**config.mk**
```make
export PLATFORM = sky130hd
export DESIGN_NAME = decodificador_sete_segmentos
export DESIGN_NICKNAME = d
export VERILOG_FILES = /design/src/rtl/decodificador_sete_segmentos.sv
export SDC_FILE = /design/constraint.sdc
export NUM_CORES = 1
export LEC_CHECK = 0
export CORE_ASPECT_RATIO = 1.2
export CORE_MARGIN = 1.5
export CORE_UTILIZATION = 46
export DETAILED_ROUTE_END_ITERATION = 10
export GPL_TIMING_DRIVEN = 0
export PLACE_DENSITY = 0.75
export SYNTH_ARGS = -nofsm -noshare
export SYNTH_HDL_FRONTEND = slang
export SYNTH_SLANG_ARGS = --single-unit
```
**constraint.sdc**
```tcl
create_clock -name clock -period 2.4 [get_ports clock]
set_input_delay 0.36 -clock clock [delete_from_list [all_inputs] [get_ports clock]]
set_output_delay 0.36 -clock clock [all_outputs]
set_load 0.05 [all_outputs]
```
**src/rtl/decodificador_sete_segmentos.sv**
```systemverilog
// Seven-segment receive side: samples the active-low segment lines, qualifies a
// pattern once it has been stable long enough, and classifies it back into a BCD
// digit or a status class (blank, dash, error). Accepted error patterns are counted.
module decodificador_sete_segmentos #(
    parameter int unsigned ESTAVEL = 3,
    parameter int unsigned W_ERROS = 8
) (
    input  logic               clock,
    input  logic               reset,
    input  logic               A,
    input  logic               B,
    input  logic               C,
    input  logic               D,
    input  logic               E,
    input  logic               F,
    input  logic               G,
    output logic [3:0]         numero,
    output logic               valido,
    output logic               apagado,
    output logic               traco,
    output logic               erro,
    output logic               instavel,
    output logic               novo,
    output logic [W_ERROS-1:0] erros
);

    localparam int unsigned CW = (ESTAVEL > 1) ? $clog2(ESTAVEL) : 1;
    localparam logic [CW-1:0] CMAX = CW'(ESTAVEL - 1);

    typedef enum logic {
        AGUARDA = 1'b0,
        FIRME   = 1'b1
    } estado_t;

    estado_t      estado;
    estado_t      estado_prox;
    logic [6:0]   amostra;
    logic [6:0]   linhas;
    logic [6:0]   s;
    logic [CW-1:0] cnt;
    logic         fresco;
    logic         mudou;
    logic         aceita;

    logic [3:0]   numero_c;
    logic         valido_c;
    logic         apagado_c;
    logic         traco_c;
    logic         erro_c;

    assign linhas = {A, B, C, D, E, F, G};
    assign s      = ~amostra;

    // Change detection, acceptance decision and next state.
    // The first capture after reset always counts as a new value, so the reset
    // content of amostra is never accepted as if it had been sampled.
    always_comb begin
        mudou       = fresco || (linhas != amostra);
        aceita      = (estado == AGUARDA) && !fresco && (cnt == CMAX);
        estado_prox = estado;
        if (mudou) begin
            estado_prox = AGUARDA;
        end else if (aceita) begin
            estado_prox = FIRME;
        end
    end

    // Pattern classification of the currently held sample.
    always_comb begin
        numero_c  = 4'hF;
        valido_c  = 1'b0;
        apagado_c = 1'b0;
        traco_c   = 1'b0;
        erro_c    = 1'b0;
        case (s)
            7'b1111110: begin numero_c = 4'd0; valido_c = 1'b1; end
            7'b0110000: begin numero_c = 4'd1; valido_c = 1'b1; end
            7'b1101101: begin numero_c = 4'd2; valido_c = 1'b1; end
            7'b1111001: begin numero_c = 4'd3; valido_c = 1'b1; end
            7'b0110011: begin numero_c = 4'd4; valido_c = 1'b1; end
            7'b1011011: begin numero_c = 4'd5; valido_c = 1'b1; end
            7'b1011111: begin numero_c = 4'd6; valido_c = 1'b1; end
            7'b1110000: begin numero_c = 4'd7; valido_c = 1'b1; end
            7'b1111111: begin numero_c = 4'd8; valido_c = 1'b1; end
            7'b1111011: begin numero_c = 4'd9; valido_c = 1'b1; end
            7'b0000000: apagado_c = 1'b1;
            7'b0000001: traco_c   = 1'b1;
            default:    erro_c    = 1'b1;
        endcase
    end

    // Sampling, stability counter, state and registered class outputs.
    always_ff @(posedge clock or negedge reset) begin
        if (!reset) begin
            amostra  <= 7'b1111111;
            fresco   <= 1'b1;
            cnt      <= '0;
            estado   <= AGUARDA;
            instavel <= 1'b1;
            numero   <= 4'hF;
            valido   <= 1'b0;
            apagado  <= 1'b0;
            traco    <= 1'b0;
            erro     <= 1'b0;
            novo     <= 1'b0;
            erros    <= '0;
        end else begin
            amostra  <= linhas;
            fresco   <= 1'b0;
            estado   <= estado_prox;
            instavel <= (estado_prox == AGUARDA);
            novo     <= aceita;

            if (mudou) begin
                cnt <= '0;
            end else if (cnt != CMAX) begin
                cnt <= cnt + CW'(1);
            end

            if (aceita) begin
                numero  <= numero_c;
                valido  <= valido_c;
                apagado <= apagado_c;
                traco   <= traco_c;
                erro    <= erro_c;
                if (erro_c && (erros != '1)) begin
                    erros <= erros + W_ERROS'(1);
                end
            end
        end
    end

endmodule
```
=== Yosys cells after proc, flatten, opt, wreduce, memory -nomap -nowiden ===
Cells that the tools add are included.

* Flip-flop bits (word level): 29
* Bits in latches: 0
* Bits in writable memories: 0
* Memory bits (read-only): 0
* Bits of input ports: 9
* Output and inout bits: 18
* Logic and storage cells: 51
* Memories: 0

* Add/sub/neg operators: 2
* Multipliers: 0
* Div/mod/pow operators: 0
* $lt $le $gt $ge: 0
* Equality and inequality tests: 15
* Shift-type cells: 0
* Mux-type cells: 9
* Bitwise operators: 3
* Reductions and logical operators: 10

{| class="wikitable"
|+ Operator list
! kind !! number
|-
| $eq A7 B7 Y1 const B || 8
|-
| $pmux W4 S10 || 1
|-
| $eq A7 B6 Y1 const B || 2
|-
| $reduce_or A12 Y1 || 1
|-
| $reduce_or A10 Y1 || 1
|-
| $add A8 B1 Y8 const B || 1
|-
| $ne A8 B8 Y1 const B || 1
|-
| $eq A7 B1 Y1 const B || 1
|-
| $logic_not A7 Y1 || 1
|-
| $ne A7 B7 Y1 || 1
|-
| $not A7 Y7 || 1
|-
| $mux W1 || 6
|-
| $mux W2 || 2
|-
| $logic_and A1 B1 Y1 || 3
|-
| $add A2 B1 Y2 const B || 1
|-
| $eq A2 B2 Y1 const B || 1
|-
| $ne A2 B2 Y1 const B || 1
|-
| $not A1 Y1 || 2
|-
| $reduce_and A2 Y1 || 1
|-
| $reduce_bool A2 Y1 || 1
|-
| $logic_not A1 Y1 || 1
|-
| $logic_or A1 B1 Y1 || 1
|}

=== Logic depth before layout (Yosys ltp) ===
Gate-level depths: netlist (run 1).

* Word-level depth: 6
* Gate-level depth with buffers: 8

=== Worst setup path after synthesis (run 1) ===
OpenSTA, ideal clock, no wires.

* Path type: register to register
* From: register cnt[0]
* To: register erros[1]
* Arrival time: 2136 ps
* Setup slack: 139 ps
* Cell stages (with the launch flop): 9
* Buffers on the path: 1
* Clock period less this slack: 2261 ps
* Path through: dfrtp_1 > inv_1 > ha_1 > or3b_1 > buf_6 > a41o_1 > a41o_1 > or2_4 > mux2_4

* Cells in the longest elaborated chain, start to end: 3

{| class="wikitable"
|+ Ends and longest elaborated chain
! element !! line !! text
|-
| start, declared || 40 || <nowiki>logic [CW-1:0] cnt;</nowiki>
|-
| start signal, assigned || 117 || <nowiki>cnt <= cnt + CW'(1);</nowiki>
|-
| $eq A2 B2 Y1 || 59 || <nowiki>aceita = (estado == AGUARDA) && !fresco && (cnt == CMAX);</nowiki>
|-
| $logic_and A1 B1 Y1 || 59 ||
|-
| $reduce_and A2 Y1 (no line) || -- ||
|-
| end signal, assigned || 127 || <nowiki>erros <= erros + W_ERROS'(1);</nowiki>
|-
| end, declared || 24 || <nowiki>output logic [W_ERROS-1:0] erros</nowiki>
|}

Every way passes these cells.
A chain may end at the register's enable or synchronous reset.

=== Worst setup path after layout (run 1) ===
Same ends and word-level chain as after synthesis.

==> reports/qor.yml, run 1 <==
status: "complete, no violations"
ys_top_cells_by_area: "dfrtp_1 28%, dfstp_2 24%, xor2_1 7.4%"
cp-end-kind: "flip-flop"
layout.nets: 183
worstSetupPathType: "reg2reg"
initial_utilization_pct: 49.9
rows: 21
cp.arrival_ns: 2.51
synthCells: 139
cap_violations: 0
ios: 27
cp.depth: 8
cpLargestDelayFamily: "simple AND/OR/NAND/NOR gates"
cts_tree: "yes"
regArea_um2: 742
dieArea_mm2: 0.00345
cts.sinks: 29
drt_wl_total_mm: 2.75
clkTransAtPathRegs_ns: 0.09
grt_max_degree: 30
hold_viol_final: 0
cp-start-kind: "flip-flop"
post-dp-hpwl_mm: 1.96
avgViaCountPerCell: 5.31
insertion_delay_ns: 0.32
wl_per_cell_um: 13.3
powerDensity_mw_per_mm2: 500
rr_worst_depth: 8
max-vdd-ir-drop_mv: 0.351
setup_viol: 0
drive_gt1_share_pct: 22.5
path_max_fanout: 10
synth_cell_types: 40
gp_congestion: 0.849
ys_seq_area_share_pct: 51.9
dpl_cell_area_mm2: 0.00173
dr.pass1.iters: 4
critPathSlowestCell: "dfrtp_1"
ys_warn_count: 0
grt-ovfl-total: 0
place_ws_ns: -0.0325
yosysMostFrequentCell: "dfrtp_1"
cp-endpoint: "erros[1]"
cts_root_buffer: "clkbuf_4"
synth_ff_type: "dfrtp_1"
layout_worst_path_cycle_share_pct: 96.1
synthToLayoutAreaGrowth_pct: 27.7
cts-buffers-inserted: 5
slowest_delay_ns: 0.41
worstPathRequired_ns: 2.60
grt_pass1_vias: 1144
drtIter0Drc: 18
multiInputGateArea_um2: 619
numPortBuffers: 26
core_mm2: 0.00286
avgSynthCellArea_um2: 10.3
path_cells: "inv_2 > ha_4 > or3b_1 > buf_6 > a41o_1 > a41o_1 > or2_4 > mux2_4"
dieHeight_um: 64.1
synth_edf_count: 0
r2r_slack_ns: 0.09
synth_top_area_share_pct: 28.0
clock_path_buffers: 2
crit_top_cell: "a41o_1"
total_power_w: 0.000912
yosys-top-cells-count: "16 x dfrtp_1, 15 x nand2_1, 13 x dfstp_2, 12 x xor2_1, 9 x nor2_1"
post-place-cells: 199
reg2reg_to: "erros[1]"
final_area_mm2: 0.00182
ys_ff_latch: 29
antenna_found_initial: 0
layout.cells.non_filler: 207
grtUsageTotal_pct: 19.9
path_buf_inv: 2
fin_ws_ns: 0.0947
synth_area_mm2: 0.00143
fmax_ghz: 0.434
drc: 0
whs_ns: 0.0436
nFillCells: 245
ant_nets: 0
syn_nets: 150
crit_start: "cnt[0]"
min-delay-path-class: "in2async"
synth.largest_area_cell: "dfrtp_1"
fin_crit_ns: 2.31
rr_startpoint: "cnt[0]"
maxSlewViolCount: 0
postCtsHoldBufs: 0
finClkSkew_ns: 0.00874
dr_total_vias: 1099
diodes: 0
htree_num_levels: 2
power.leakage_nw: 0.799
worstMarginPinSlew_ns: 0.614
grt_pass1_wl_mm: 5.04
fp.dieW_um: 53.9
postSynth.asyncResetShare_pct: 100
relSlewSlack_pct: 59.0
-- placed cells by master (no fill, tap or decap), types with 2 or more instances in the layout --
| cell type | count |
|---|---|
| nor2_1 | 9 |
| nand3_1 | 3 |
| nand2_1 | 15 |
| nand4_1 | 2 |
| clkdlybuf4s50_1 | 25 |
| nand4b_1 | 2 |
| clkbuf_4 | 5 |
| a41o_1 | 2 |
| xnor2_1 | 2 |
| dfrtp_1 | 16 |
| clkbuf_8 | 2 |
| buf_4 | 4 |
| o21ai_0 | 2 |
| mux2i_1 | 2 |
| a21oi_1 | 7 |
| xor2_1 | 12 |
| buf_2 | 5 |
| and3_1 | 2 |
| nor4_1 | 4 |
| o31ai_1 | 2 |
| nor3_1 | 6 |
| dfstp_2 | 13 |
| inv_1 | 7 |
-- timing repair --
action | CTS | global route
gates cloned | 0 | 0
pin swaps | 0 | 1
endpoints found under the setup margin | 1 | 4
buffers inserted | 1 | 0
resized for setup | 1 | 4
-- how the worst min path moves through the flow --
stage                           end  slack, ns  cells past startpoint
after global placement    numero[2]       0.44                      2
after detailed placement  numero[2]       0.45                      2
final                         traco       0.04                      1
after CTS                 numero[2]       0.46                      2
after global routing          traco       0.09                      1
after floorplan             apagado       0.06                      0
-- cell type report --
class / instances / share of cell area [%]
well taps: 34 / 2.33
flip-flops and latches: 29 / 40.7
clock buffers: 7 / 3.57
inverters: 9 / 1.85
multi-input cells: 92 / 34.0
repair buffers: 27 / 14.4
plain buffers: 8 / 2.95
clock inverters: 1 / 0.274
-- per-layer routing --
| layer | vias to the layer above | routed length, um | GRT usage (%) |
|---|---|---|---|
| met5 | - | 0 | 0 |
| met4 | 0 | 44 | 7.05 |
| met3 | 7 | 103 | 5.61 |
| met2 | 23 | 1360 | 33.2 |
| met1 | 532 | 1240 | 23.8 |
| li1 | 537 | - | - |
-- flip-flops by register name (all words and copies together) (netlist names) --
| name | flops |
|---|---|
| erros | 8 |
| amostra | 7 |
| numero | 4 |
| cnt | 2 |
| apagado | 1 |
| erro | 1 |
| estado | 1 |
| fresco | 1 |
| instavel | 1 |
| novo | 1 |
| traco | 1 |
| valido | 1 |
-- power breakdown --
group	internal (W)	switching, W	total (W)	leakage (nW)
clock	0.000170	0.000166	0.000335	0.0413
sequential	0.000502	0.00000409	0.000506	0.360
combinational	0.0000304	0.0000411	0.0000714	0.399
-- worst register-to-register path, cell delays in order (launching register included) --
cell and delay (ns):
dfrtp_1 0.41, inv_2 0.08, ha_4 0.16, or3b_1 0.36, buf_6 0.15, a41o_1 0.26, a41o_1 0.24, or2_4 0.25
mux2_4 0.30
-- through the flow --
step / setup TNS (ns) / utilization [%]
2_1_floorplan: 0 / -
3_3_place_gp: 0 / 60.5
3_5_place_dp: -0.0325 / 60.5
4_1_cts: 0 / 63.3
5_1_grt: -0.00152 / 63.7
6_report: 0 / 63.7
-- cells by family (layout without fill, tap and decap cells) --
logic type | Yosys count | in the layout | synth area share, %
buffers and inverters | 18 | 52 | 6.39
other | 1 | 1 | 0.262
flip-flops | 29 | 29 | 51.9
AO/OA/AOI/OAI | 17 | 17 | 8.06
multiplexers | 3 | 3 | 2.45
XOR/XNOR | 14 | 14 | 8.58
AND/OR/NAND/NOR | 55 | 55 | 20.6
adder cells (fa/ha/maj) | 2 | 2 | 1.75
Note: power is estimated with default switching activity, not from simulation.
==> run 2: changes to the inputs <==
--- a/config.mk
+++ b/config.mk
@@ -6,11 +6,12 @@
 export NUM_CORES = 1
 export LEC_CHECK = 0
 export CORE_ASPECT_RATIO = 1.2
-export CORE_MARGIN = 1.5
-export CORE_UTILIZATION = 46
+export CORE_MARGIN = 5
+export CORE_UTILIZATION = 48
+export CTS_BUF_LIST = sky130_fd_sc_hd__clkbuf_4 sky130_fd_sc_hd__clkbuf_8
 export DETAILED_ROUTE_END_ITERATION = 10
 export GPL_TIMING_DRIVEN = 0
-export PLACE_DENSITY = 0.75
+export PLACE_DENSITY = 0.77
 export SYNTH_ARGS = -nofsm -noshare
 export SYNTH_HDL_FRONTEND = slang
 export SYNTH_SLANG_ARGS = --single-unit
==> reports/qor.yml, run 2 (synthesis results as in run 1) <==
cp-start-kind: "flip-flop"
worstSetupPathType: "reg2reg"
postCtsHoldBufs: 0
setup_viol: 0
cp.arrival_ns: 2.56
finClkSkew_ns: 0.00951
rr_startpoint: "cnt[0]"
clock_path_buffers: 2
cts.sinks: 29
cts_root_buffer: "clkbuf_4"
path_max_fanout: 10
dr.pass1.iters: 4
drt_wl_total_mm: 2.73
post-dp-hpwl_mm: 1.96
drc: 0
avgViaCountPerCell: 5.29
regMostFlops: "erros"
seqPwrFrac_pct: 58.0
pwr-share-comb_pct: 8.5
cp-end-kind: "flip-flop"
r2r_slack_ns: 0.07
final_cell_mix: "25 x clkdlybuf4s50_1, 16 x dfrtp_1, 15 x nand2_1"
fmax_ghz: 0.430
critPathSlowestCell: "dfrtp_1"
wl_per_cell_um: 13.1
path_buf_inv: 2
p_sw_w: 0.000214
path_cells: "inv_1 > ha_4 > or3b_1 > buf_6 > a41o_1 > a41o_1 > or2_4 > mux2_4"
cts_tree: "yes"
worstPathRequired_ns: 2.63
antenna_found_initial: 0
cts-buffers-inserted: 5
dieArea_mm2: 0.00417
insertion_delay_ns: 0.34
rows: 21
finalSetupTns_ns: 0
grt_pass1_wl_mm: 4.73
clkTransAtPathRegs_ns: 0.09
crit_top_cell: "a41o_1"
fin_crit_ns: 2.33
layout.nets: 184
top_regs: "erros (8), amostra (7), numero (4)"
min-delay-path-class: "in2async"
diodes: 0
dr_total_vias: 1100
core_mm2: 0.00284
initial_utilization_pct: 50.4
worstMarginPinSlew_ns: 0.617
dieHeight_um: 69.8
synthToLayoutAreaGrowth_pct: 26.9
ant_nets: 0
fin_ws_ns: 0.0723
htree_num_levels: 2
drtIter0Drc: 27
place_ws_ns: 0.00967
rr_worst_depth: 8
layout_worst_path_cycle_share_pct: 97.0
final_common_cell: "clkdlybuf4s50_1"
fp.dieW_um: 59.8
grt-ovfl-total: 0
post-place-cells: 199
slowest_delay_ns: 0.39
power.leakage_nw: 0.790
gp_congestion: 0.821
grt_max_degree: 30
numPortBuffers: 26
whs_ns: 0.0304
powerDensity_mw_per_mm2: 479
status: "complete, no violations"
layout.cells.non_filler: 208
drive_gt1_share_pct: 21.8
ios: 27
grtUsageTotal_pct: 14.9
max-vdd-ir-drop_mv: 0.456
intPower_w: 0.000655
maxSlewViolCount: 0
largest_reg_flops: 8
grt_pass1_vias: 1093
final_util_pct: 63.9
swShare_pct: 24.6
reg2reg_to: "erros[1]"
hold_viol_final: 0
relSlewSlack_pct: 58.8
cap_violations: 0
p_clk_share_pct: 33.4
cpLargestDelayFamily: "simple AND/OR/NAND/NOR gates"
-- run 2: changes by cell type in the layout (fill, tap and decap cells not counted) --
cell,previous run,this run
clkbuf_4,5,6
inv_2,1,0
o31ai_1,2,1
nor3_1,6,7
o31ai_2,0,1
nor3_2,1,0
clkbuf_8,2,0
clkbuf_1,0,1
clkinv_2,1,2
inv_1,7,8
-- run 2: how the worst max path moves through the flow --
stage	from	end	slack, ns	cells after the start
finish	cnt[0]	erros[1]	0.07	8
detailed placement	cnt[0]	erros[1]	0.01	8
global route	cnt[0]	erros[1]	-0.009	8
floorplan	cnt[0]	erros[1]	0.14	8
CTS	cnt[0]	erros[1]	0.03	8
global placement	cnt[0]	erros[1]	0.04	8
-- run 2: cell type report --
cell class,count,area (um2)
tap,34,42.5
buffer,9,57.6
multi-input combinational,92,619
sequential,29,742
clock inverter,2,10.0
fill,243,1020
clock buffer,6,45.0
inverter,9,33.8
timing repair buffer,27,263
-- run 2: through the flow --
stage          instance area [um2]  total power, W
2_1_floorplan                 1430        0.000553
3_3_place_gp                  1730        0.000584
3_5_place_dp                  1730        0.000588
4_1_cts                       1790        0.000878
5_1_grt                       1810        0.000912
6_report                      1810        0.000868
-- run 2: repair_timing --
action | CTS | global route
pin swaps | 0 | 1
endpoints found under the setup margin | 1 | 2
buffers inserted | 0 | 1
gates resized for setup | 1 | 3
-- run 2: power groups by stage --
stage	Sequential [W]	Clock, W	Combinational (W)
global route	0.000505	0.000324	0.0000836
finish	0.000504	0.000290	0.0000742
detailed placement	0.000513	0	0.0000751
floorplan	0.000513	0	0.0000399
global placement	0.000512	0	0.0000720
CTS	0.000504	0.000299	0.0000753
-- run 2: metal layers --
layer,vias to the layer above,routed length (um),track usage (%),part of all wire [%]
li1,545,-,-,-
met4,0,81,8.87,3.0
met5,-,0,0,0
met2,26,1340,23.3,49
met3,8,152,4.47,5.6
met1,521,1160,17.2,43
